File: src/rtl/vregfile_control_arbiter_pkg.sv
// Shared definitions for the vector control register file arbiter.
//   - well-known control register indices (vl and the matmul mask registers)
//   - write-side state encoding
//   - round-robin pointer advance helper
package vregfile_control_arbiter_pkg;

  localparam int unsigned VL_REG     = 0;
  localparam int unsigned MASK_BCOLS = 29;
  localparam int unsigned MASK_ACOLS = 30;
  localparam int unsigned MASK_AROWS = 31;

  typedef enum logic {
    IDLE   = 1'b0,
    LOCKED = 1'b1
  } wr_state_e;

  // Pointer value that follows a winner: one past it, wrapping at n.
  function automatic int unsigned rr_next(input int unsigned idx, input int unsigned n);
    if (idx + 1 >= n) return 0;
    return idx + 1;
  endfunction

endpackage

File: src/rtl/vregfile_control_rr_pick.sv
// Round-robin picker: scans the valid vector starting at ptr (wrapping modulo N)
// and returns the first set position.
//   valid  in   N    candidate requests
//   ptr    in   PW   scan start position (always < N)
//   grant  out  N    one-hot winner, zero when nothing is valid
//   idx    out  PW   winner index (0 when nothing is valid)
//   any    out  1    a winner exists
module vregfile_control_rr_pick #(
  parameter int N  = 3,
  parameter int PW = (N > 1) ? $clog2(N) : 1
) (
  input  logic [N-1:0]  valid,
  input  logic [PW-1:0] ptr,
  output logic [N-1:0]  grant,
  output logic [PW-1:0] idx,
  output logic          any
);

  // One spare bit so ptr + k never overflows before the wrap subtraction.
  logic [PW:0] pos;

  always_comb begin
    grant = '0;
    idx   = '0;
    any   = 1'b0;
    pos   = '0;
    for (int k = 0; k < N; k++) begin
      pos = {1'b0, ptr} + (PW+1)'(k);
      if (pos >= (PW+1)'(N)) pos = pos - (PW+1)'(N);
      if (!any && valid[pos[PW-1:0]]) begin
        any                 = 1'b1;
        grant[pos[PW-1:0]]  = 1'b1;
        idx                 = pos[PW-1:0];
      end
    end
  end

endmodule

File: src/rtl/vregfile_control_arbiter.sv
// Arbiter sharing the vector control register file (read port a, write port c)
// between NUM_REQ requesters. Reads and writes have independent round-robin
// pointers. A write with wr_lock set keeps write ownership so multi-register
// sequences (mask regs 29..31 + vl) land atomically. A read that targets the
// register being written in the same cycle is held off one cycle, because the
// RAM's read-during-write result is undefined.
//
// Optional build macro: VREGFILE_CTRL_ARB_BYPASS_EN
//   When defined, a same-register read+write is granted together and the read
//   response returns a registered copy of the write data instead of RAM data.
//
// Ports
//   clk, reset             clock / async active-high reset
//   rd_valid, rd_reg       per-requester read requests and register indices
//   rd_ready               one-hot read grant
//   rsp_valid, rsp_data    one-hot read response one cycle after grant
//   wr_valid, wr_reg,
//   wr_data, wr_lock       per-requester write requests
//   wr_ready               one-hot write grant
//   a_en, a_reg            register file read port
//   a_readdataout          register file read data (1-cycle latency)
//   c_we, c_reg,
//   c_writedatain          register file write port
//   locked                 write lock currently held
//
// Write FSM
//   state  | meaning
//   IDLE   | any write requester may win round-robin
//   LOCKED | only owner_q may write; others stall until owner writes with wr_lock=0
module vregfile_control_arbiter
  import vregfile_control_arbiter_pkg::*;
#(
  parameter int NUM_REQ    = 3,
  parameter int REGIDWIDTH = 5,
  parameter int WIDTH      = 32
) (
  input  logic                          clk,
  input  logic                          reset,
  input  logic [NUM_REQ-1:0]            rd_valid,
  input  logic [NUM_REQ*REGIDWIDTH-1:0] rd_reg,
  output logic [NUM_REQ-1:0]            rd_ready,
  output logic [NUM_REQ-1:0]            rsp_valid,
  output logic [WIDTH-1:0]              rsp_data,
  input  logic [NUM_REQ-1:0]            wr_valid,
  input  logic [NUM_REQ*REGIDWIDTH-1:0] wr_reg,
  input  logic [NUM_REQ*WIDTH-1:0]      wr_data,
  input  logic [NUM_REQ-1:0]            wr_lock,
  output logic [NUM_REQ-1:0]            wr_ready,
  output logic                          a_en,
  output logic [REGIDWIDTH-1:0]         a_reg,
  input  logic [WIDTH-1:0]              a_readdataout,
  output logic                          c_we,
  output logic [REGIDWIDTH-1:0]         c_reg,
  output logic [WIDTH-1:0]              c_writedatain,
  output logic                          locked
);

  localparam int PW = (NUM_REQ > 1) ? $clog2(NUM_REQ) : 1;

  wr_state_e            state_q, state_d;
  logic [PW-1:0]        owner_q, owner_d;
  logic [PW-1:0]        rd_ptr_q, wr_ptr_q;
  logic [NUM_REQ-1:0]   rsp_sel_q;

  logic [NUM_REQ-1:0]   owner_mask;
  logic [NUM_REQ-1:0]   wr_elig, wr_grant;
  logic [PW-1:0]        wr_idx;
  logic                 wr_any;

  logic [NUM_REQ-1:0]   rd_elig, rd_grant;
  logic [PW-1:0]        rd_idx;
  logic                 rd_any;

  // ---------------- write side ----------------
  assign owner_mask = NUM_REQ'(1) << owner_q;
  assign wr_elig    = (state_q == LOCKED) ? (wr_valid & owner_mask) : wr_valid;

  vregfile_control_rr_pick #(.N(NUM_REQ), .PW(PW)) u_wr_pick (
    .valid (wr_elig),
    .ptr   (wr_ptr_q),
    .grant (wr_grant),
    .idx   (wr_idx),
    .any   (wr_any)
  );

  assign wr_ready      = wr_grant;
  assign c_we          = wr_any;
  assign c_reg         = wr_reg[wr_idx*REGIDWIDTH +: REGIDWIDTH];
  assign c_writedatain = wr_data[wr_idx*WIDTH +: WIDTH];
  assign locked        = (state_q == LOCKED);

  always_comb begin
    state_d = state_q;
    owner_d = owner_q;
    case (state_q)
      IDLE: begin
        if (wr_any && wr_lock[wr_idx]) begin
          state_d = LOCKED;
          owner_d = wr_idx;
        end
      end
      LOCKED: begin
        // wr_any here can only be the owner, since others are masked out.
        if (wr_any && !wr_lock[wr_idx]) state_d = IDLE;
      end
      default: state_d = IDLE;
    endcase
  end

  // ---------------- read side ----------------
`ifdef VREGFILE_CTRL_ARB_BYPASS_EN
  assign rd_elig = rd_valid;
`else
  logic [NUM_REQ-1:0] rd_hazard;

  always_comb begin
    rd_hazard = '0;
    for (int i = 0; i < NUM_REQ; i++) begin
      rd_hazard[i] = c_we && (rd_reg[i*REGIDWIDTH +: REGIDWIDTH] == c_reg);
    end
  end

  assign rd_elig = rd_valid & ~rd_hazard;
`endif

  vregfile_control_rr_pick #(.N(NUM_REQ), .PW(PW)) u_rd_pick (
    .valid (rd_elig),
    .ptr   (rd_ptr_q),
    .grant (rd_grant),
    .idx   (rd_idx),
    .any   (rd_any)
  );

  assign rd_ready  = rd_grant;
  assign a_en      = rd_any;
  assign a_reg     = rd_reg[rd_idx*REGIDWIDTH +: REGIDWIDTH];
  assign rsp_valid = rsp_sel_q;

  // ---------------- state registers ----------------
  always_ff @(posedge clk or posedge reset) begin
    if (reset) begin
      state_q   <= IDLE;
      owner_q   <= '0;
      rd_ptr_q  <= '0;
      wr_ptr_q  <= '0;
      rsp_sel_q <= '0;
    end else begin
      state_q   <= state_d;
      owner_q   <= owner_d;
      rsp_sel_q <= rd_grant;
      if (rd_any) rd_ptr_q <= PW'(rr_next(32'(rd_idx), NUM_REQ));
      if (wr_any) wr_ptr_q <= PW'(rr_next(32'(wr_idx), NUM_REQ));
    end
  end

  // ---------------- response data ----------------
`ifdef VREGFILE_CTRL_ARB_BYPASS_EN
  logic             byp_q;
  logic [WIDTH-1:0] byp_data_q;

  always_ff @(posedge clk or posedge reset) begin
    if (reset) begin
      byp_q      <= 1'b0;
      byp_data_q <= '0;
    end else begin
      byp_q <= rd_any && c_we && (a_reg == c_reg);
      if (rd_any && c_we && (a_reg == c_reg)) byp_data_q <= c_writedatain;
    end
  end

  assign rsp_data = !(|rsp_sel_q) ? '0 :
                    byp_q         ? byp_data_q : a_readdataout;
`else
  assign rsp_data = (|rsp_sel_q) ? a_readdataout : '0;
`endif

endmodule

File: config.mk
export PLATFORM = sky130hd
export DESIGN_NAME = vregfile_control_arbiter
export DESIGN_NICKNAME = d
export VERILOG_FILES = /design/src/rtl/vregfile_control_arbiter_pkg.sv /design/src/rtl/vregfile_control_rr_pick.sv /design/src/rtl/vregfile_control_arbiter.sv
export SDC_FILE = /design/constraint.sdc
export NUM_CORES = 1
export LEC_CHECK = 0
export ABC_CLOCK_PERIOD_IN_PS = 10110
export CAP_MARGIN = 20
export CORE_AREA = 2 2 99 101
export CTS_CLUSTER_DIAMETER = 80
export DETAILED_ROUTE_END_ITERATION = 12
export DIE_AREA = 0 0 101 103
export GPL_ROUTABILITY_DRIVEN = 0
export PLACE_DENSITY = 0.81
export RECOVER_POWER = 25
export SYNTH_ARGS = -nofsm -noshare
export SYNTH_HDL_FRONTEND = slang
export SYNTH_SLANG_ARGS = --single-unit
export TNS_END_PERCENT = 5
File: constraint.sdc
create_clock -name clk -period 10.11 [get_ports clk]
set_clock_uncertainty 0.1 [all_clocks]
set_input_delay 2.022 -clock clk [delete_from_list [all_inputs] [get_ports clk]]
set_output_delay 2.022 -clock clk [all_outputs]
set_load 0.02 [all_outputs]
==> run metrics, run 1 <==
CP endpoint kind output port; initial antenna violation count 1; PwrDens 296 nW/um2; largest net degree at the start of global routing 51; P&R area growth vs syn 111%; setup TNS 0 ns; layout cells sized above 1 0.0386; syn_area_per_cell 6.34 um2; PortBufs roughly 250; Clock Path Buffers 2; die width 101 um; final hold viol count 0; # DRC 0; slowest CP cell clkdlybuf4s50_1; Clock Power Share 0.034; status finished, violations left; CTS tree done; asr flop ratio synth 1.00; Final Cycle Share 0.851; CP Max Fanout 24; Crit path max-delay family compound AO/OA/AOI/OAI gates; Wirelength per Cell 16.5 um; maximum vdd ir drop 146 uV; worst path bufs/invs 2; CP required approximately 8 ns; max-slew violations 0; DR pass1 iterations 4; combinational power share 0.912; Mapped Area between 2000 and 2500 um2; IO Pins 255; Initial Utilization 0.257; drt total wl 12200 um; syn_nets 560; Sw Share 0.547; Total Routing Usage GR 0.214; prevailing post-synth register cell dfrtp_1; post-synthesis sequential area ratio 0.103; worst hold path type reg -> reg; clk root buf clkbuf_8; core footprint 9460 um2; Row Count 36; H-tree Lvls 1; Netlist cell types slightly above 60; Gate Count Post-Synth 383; Post-CTS Setup Bufs 0; Clk pin slew, worst setup/hold paths 0.05 ns; slew margin rel. 0.00512; worst path cell trace dlygate4sd3_1 > nor2b_1 > a32oi_1 > o211ai_4 > a31oi_1 > xor2_1 > nor4_1 > a41o_2 > or4b_1 > a21oi_1 > o21ai_0 > o211ai_1 > clkdlybuf4s50_1; CTS sink count 10; critical setup path kind in -> out; dpl cell area 5070 um2; vias in the first global route roughly 3.7k; Area contributors post-synth nand2_1 12%, dfrtp_1 10%, nor2b_1 9.5%, a31oi_1 9.3%, nor2_1 7.0%; Iteration-0 DRC Markers 189; PostCTS Resize Cnt 0; die area roughly 10000 um2; f_max 116 MHz; Least-Margin Pin Slew 1.49 ns; top-area cell type share of the netlist area 0.116; post-route cell area 5120 um2; failing checks capacitance limit; Final setup viols 0; MaxCap Viol Count 1; total CTS buffers 3; first-pass GRT wire length 17800 um; max incr delay on CP around 0.65 ns; critical path arrival 6.48 ns; Layout fillers 852; Hold Buf Count CTS 0; leakage power 2.04 nW; routed vias around 4k; Psw 829 uW; Ys Warns 0; minimum clock period approximately 8.6 ns; Die Height 103 um; hpwl dp 10100 um; Pint 687 uW; NumNets Final 799; startpoint class of the critical path input port; part of the power in registers 0.054; Post-synth EDFFs 0; Avg Vias per Cell 5.31; post-synth top area cell nand2_1; clock latency on the worst-skew pair between 0.2 and 0.25 ns; Yosys reg bits 10; ANT nets after route 0; RSZ-0062 raised after global routing no; global route overflow 0
==> cell type report <==
type	count	area (um2)	area share
repair buffers	258	2570	0.501
multi-input cells	332	2040	0.398
flip-flops and latches	10	250	0.0489
well taps	114	143	0.0278
inverters	17	63.8	0.0125
clock buffers	4	55.1	0.0107
diodes	1	2.50	0.000489
==> through the flow <==
| step | hold WS, ns | power [mW] | worst slack (ns) | std cells | util |
|---|---|---|---|---|---|
| 3_5_place_dp | 0.470 | 1.46 | 1.68 | 731 | 0.536 |
| 4_1_cts | 0.491 | 1.52 | 1.64 | 735 | 0.542 |
| 2_1_floorplan | 0.402 | 0.878 | 3.01 | 383 | - |
| 3_3_place_gp | 0.428 | 1.43 | 1.92 | 731 | 0.536 |
| 5_1_grt | 0.537 | 1.62 | 1.25 | 736 | 0.542 |
| 6_report | 0.494 | 1.52 | 1.51 | 736 | 0.542 |
==> layout by cell type, fill, tap and decap left out, types with 10 or more instances in the layout <==
cell             instances
a31oi_1                 36
clkdlybuf4s50_1        240
dfrtp_1                 10
dlygate4sd3_1           14
inv_1                   16
nand2_1                 75
nor2_1                  45
nor2b_1                 37
o21ai_0                 14
==> worst register-to-register path: cells and delay by family, from the launching register on <==
family,cells,cell delay [ns]
buf+inv,1,0.10
compound gates,5,1.77
xor+xnor,1,0.30
mux,1,0.29
flops,1,0.42
simple gates,4,0.95
fa+ha+maj,1,0.54
==> flip-flops by register name, indices dropped and copies added (netlist names), named ones only <==
register   count
rsp_valid      3
rd_ptr_q       2
wr_ptr_q       2
owner_q        2
==> per-layer routing <==
metal,GRT usage,vias to the layer above,share of wire
met5,0,-,0
met4,0.110,0,0.048
met3,0.0624,54,0.11
met2,0.419,279,0.51
met1,0.201,1728,0.34
li1,-,1848,-
==> cell usage after synthesis (all sizes together) (3+ instances only) <==
library cell,instances
o21ai,18
nor3,8
nor2,46
nor2b,37
dfrtp,10
nand2,75
a22o,5
a21o,6
o211ai,9
mux2i,3
nor4,4
buf,5
o31ai,5
xor2,7
a31oi,37
clkbuf,19
ha,8
nand4,6
inv,17
nand3,8
xnor2,7
a21oi,8
==> power by group through the flow <==
stage | registers [mW] | logic, mW | clock network [mW]
2_1_floorplan | 0.0810 | 0.797 | 0
3_3_place_gp | 0.0822 | 1.35 | 0
3_5_place_dp | 0.0825 | 1.38 | 0
4_1_cts | 0.0822 | 1.39 | 0.0512
5_1_grt | 0.0850 | 1.48 | 0.0534
6_report | 0.0815 | 1.38 | 0.0515
==> worst paths after layout <==
kind / to / slack, ns / startpoint / cells past startpoint
worst max register to register: rd_ptr_q[0] / 5.53 / wr_ptr_q[0] / 13
max in group asynchronous: rsp_valid[0] / 7.48 / reset / 2
min in group asynchronous: wr_ptr_q[0] / 2.13 / reset / 2
worst max-delay path: rd_ready[0] / 1.51 / wr_valid[0] / 13
worst min-delay path: wr_ptr_q[0] / 0.49 / wr_ptr_q[0] / 2
worst min register to register: wr_ptr_q[0] / 0.49 / wr_ptr_q[0] / 2
==> cells by family (layout without fill, tap and decap cells) <==
logic type	after synthesis	count (layout)	synth area share
muxes	4	4	0.0170
DFF	10	10	0.103
AOI/OAI and AO/OA	111	111	0.337
buffers and inverters	41	279	0.0654
other	0	1	0
and+or+nand+nor	195	195	0.386
adders and majority gates	8	8	0.0412
xor gates and xnor gates	14	14	0.0505
(Power assumes the default switching activity.)
==> inputs of run 2 (changes only) <==
--- a/config.mk
+++ b/config.mk
@@ -5,14 +5,15 @@
 export SDC_FILE = /design/constraint.sdc
 export NUM_CORES = 1
 export LEC_CHECK = 0
+export ABC_AREA = 1
 export ABC_CLOCK_PERIOD_IN_PS = 10110
 export CAP_MARGIN = 20
-export CORE_AREA = 2 2 99 101
+export CORE_AREA = 2 2 98 100
 export CTS_CLUSTER_DIAMETER = 80
 export DETAILED_ROUTE_END_ITERATION = 12
-export DIE_AREA = 0 0 101 103
+export DIE_AREA = 0 0 100 102
 export GPL_ROUTABILITY_DRIVEN = 0
-export PLACE_DENSITY = 0.81
+export PLACE_DENSITY = 0.84
 export RECOVER_POWER = 25
 export SYNTH_ARGS = -nofsm -noshare
 export SYNTH_HDL_FRONTEND = slang
==> run 2 against run 1 <==
Compared with the run above:
- setup slack worse by 0.40 ns
- cell area grew 2.4%
- via count increased by 6.7%
- maximum frequency shrank 4.5%
- largest cell class unchanged
- the run now ends clean
- clock-buffer cell count down 1
- highest routed layer unchanged
- non-clock buffer count fell by 2
- cell count increased by 15%
- sequential cell count unchanged
==> run metrics, run 2 <==
ANT cells 0 (was 1); minimum clock period 9.01 ns (was 8.60 ns); CP endpoint kind output port (unchanged); Final Cycle Share 0.891 (was 0.851); Compound-Gate Fraction of Synth Area 0.178 (was 0.337); CTS tree done (unchanged); worst setup path start wr_valid[1] (was wr_valid[0]); most frequent cells in the layout 242 x clkdlybuf4s50_1, 118 x nand2_1, 80 x nor2_1, 75 x o21ai_0, 72 x inv_1 (was 240 x clkdlybuf4s50_1, 75 x nand2_1, 45 x nor2_1, 37 x nor2b_1, 36 x a31oi_1); MaxCap Viol Count 0 (was 1); largest family of logic cells by synthesized area simple AND/OR/NAND/NOR gates (unchanged); syn_area_per_cell 5.32 um2 (was 6.34 um2); top-area cell type share of the netlist area 0.168 (was 0.116); Netlist cell types 30 (was 61); die area 10200 um2 (was 10400 um2); critical setup path kind in -> out (unchanged); asr flop ratio synth 1.00 (unchanged); Ys Warns 0 (unchanged); final hold viol count 0 (unchanged); startpoint class of the critical path input port (unchanged); syn_nets 669 (was 560); Least-Margin Pin Slew 1.11 ns (was 1.49 ns); Mapped Area 2620 um2 (was 2430 um2); Row Count 35 (was 36); grt met3 use 0.0616 (was 0.0624); setup TNS 0 ns (unchanged); max-slew violations 0 (unchanged); status finished, final reports clean (was finished, violations left); first-pass GRT wire length 18100 um (was 17800 um); ANT nets after route 0 (unchanged); Clock Path Buffers 2 (unchanged); Synth Area in Adders 0.0382 (was 0.0412); initial antenna violation count 0 (was 1); vias in the first global route 4077 (was 3747); most frequent cells after synthesis 117 x nand2_1, 80 x nor2_1, 75 x o21ai_0 (was 75 x nand2_1, 45 x nor2_1, 37 x nor2b_1); DR pass1 iterations 5 (was 4); Total Routing Usage GR 0.219 (was 0.214); Hold Buf Count CTS 0 (unchanged); hpwl dp 9990 um (was 10100 um); prevailing post-synth register cell dfrtp_1 (unchanged); Gate Count Post-Synth 492 (was 383); Yosys reg bits 10 (unchanged); clk root buf clkbuf_8 (unchanged); global route overflow 0 (unchanged); slew margin rel. 0.262 (was 0.00512); worst hold path type reg -> reg (unchanged); max FFs per register 3 (unchanged); most common cell in the netlist nand2_1 (unchanged); commonest non-fill, non-tap cell in the layout clkdlybuf4s50_1 (unchanged); Avg Vias per Cell 4.95 (was 5.31); layout cells sized above 1 0.0697 (was 0.0386); Most Crowded Layer GR met2 (unchanged); PostCTS Resize Cnt 0 (unchanged); PortBufs 254 (unchanged); Wirelength per Cell 14.0 um (was 16.5 um); critical path arrival 6.88 ns (was 6.48 ns); drt total wl 11800 um (was 12200 um); CP Max Fanout 47 (was 24); Clk pin slew, worst setup/hold paths 0.04 ns (was 0.05 ns); RSZ-0062 raised after global routing no (unchanged); CTS sink count 10 (unchanged); Iteration-0 DRC Markers 210 (was 189); reg2reg start wr_ptr_q[0] (unchanged); met2 Resource Use GR 0.412 (was 0.419); die width 100 um (was 101 um); post-synthesis simple-gate area fraction 0.538 (was 0.386); routed vias 4172 (was 3909); total CTS buffers 3 (unchanged); # DRC 0 (unchanged); IO Pins 255 (unchanged); Post-synth EDFFs 0 (unchanged); Initial Utilization 0.287 (was 0.257); grt met1 use 0.211 (was 0.201); largest net degree at the start of global routing 48 (was 51); clock latency on the worst-skew pair 0.23 ns (was 0.24 ns); core footprint 9110 um2 (was 9460 um2); H-tree Lvls 1 (unchanged); post-synthesis sequential area ratio 0.0956 (was 0.103); XOR/XNOR Fraction of Synth Area 0 (was 0.0505); f_max 111 MHz (was 116 MHz); Hold Crit Start owner_q[0] (was wr_ptr_q[0]); post-synth top area cell nand2_1 (unchanged); Area contributors post-synth nand2_1 17%, o21ai_0 14%, nor2_1 11%, inv_1 10%, dfrtp_1 9.6% (was nand2_1 12%, dfrtp_1 10%, nor2b_1 9.5%, a31oi_1 9.3%, nor2_1 7.0%); Post-CTS Setup Bufs 0 (unchanged); P&R area growth vs syn 100% (was 111%); NumNets Final 911 (was 799); mux share of post-synthesis cell area 0 (was 0.0170); CP required 7.99 ns (about the same); Die Height 102 um (was 103 um); Final setup viols 0 (unchanged)
## run 2: layout make-up
cell class                      count  area, um2
Clock buffer                        3       41.3
Timing Repair Buffer              256       2560
Tap cell                          111        139
Multi-Input combinational cell    386       1970
Fill cell                         857       3860
Inverter                           77        289
Sequential cell                    10        250
## run 2: worst max-delay path: stages
cell and delay (ns):
clkdlybuf4s50_1 0.50, nand2_1 0.11, nand2_1 0.07, nand3_1 0.07, nand2_1 0.22, nand3_1 0.20
nand2_4 0.14, nand2_4 0.26, inv_1 0.91, nand2_1 0.29, nand3_2 0.20, nand2_1 0.07
nand2_1 0.05, nor2_1 0.05, nand3_1 0.11, nand3_1 0.11, nand3_2 0.13, nand2_4 0.08
nand3_1 0.11, nand2_2 0.12, nor2_4 0.20, nand3_1 0.09, nand3_1 0.08, clkdlybuf4s50_1 0.65
## run 2: path summary, 6_finish.rpt
check	to	slack, ns	cells past startpoint
worst min register to register	owner_q[0]	0.50	2
worst max register to register	rd_ptr_q[0]	5.39	23
worst max-delay path	a_reg[1]	1.10	24
min in group asynchronous	wr_ptr_q[1]	2.13	2
worst min-delay path	owner_q[0]	0.50	2
max in group asynchronous	rd_ptr_q[0]	7.50	2
## run 2: cell families after synthesis
| kind of cell | Yosys count |
|---|---|
| buffers and inverters | 96 |
| adder cells (fa/ha/maj) | 8 |
| flip-flops | 10 |
| AO/OA/AOI/OAI | 86 |
| AND/OR/NAND/NOR | 292 |
## run 2: routing by layer
layer | vias up | share of wire | wire [um]
met2 | 251 | 0.49 | 5730
met1 | 1818 | 0.35 | 4140
met4 | 0 | 0.058 | 679
met5 | - | 0 | 0
met3 | 58 | 0.11 | 1240
li1 | 2045 | - | -
## run 2: per-stage QoR
step           instance area (um2)  worst slack, ns   util  hold slack [ns]  cells
6_report                      5250             1.10  0.576            0.498    843
5_1_grt                       5250            0.663  0.576            0.532    843
4_1_cts                       5260             1.64  0.577            0.501    843
3_5_place_dp                  5210             1.67  0.572            0.492    840
3_3_place_gp                  5210             1.82  0.572            0.486    840
2_1_floorplan                 2620             3.80      -            0.462    492
Power of run 2 is left out: the tool's default activity adds up to more than one toggle a clock period on the data nets, which glitch-free logic cannot reach.
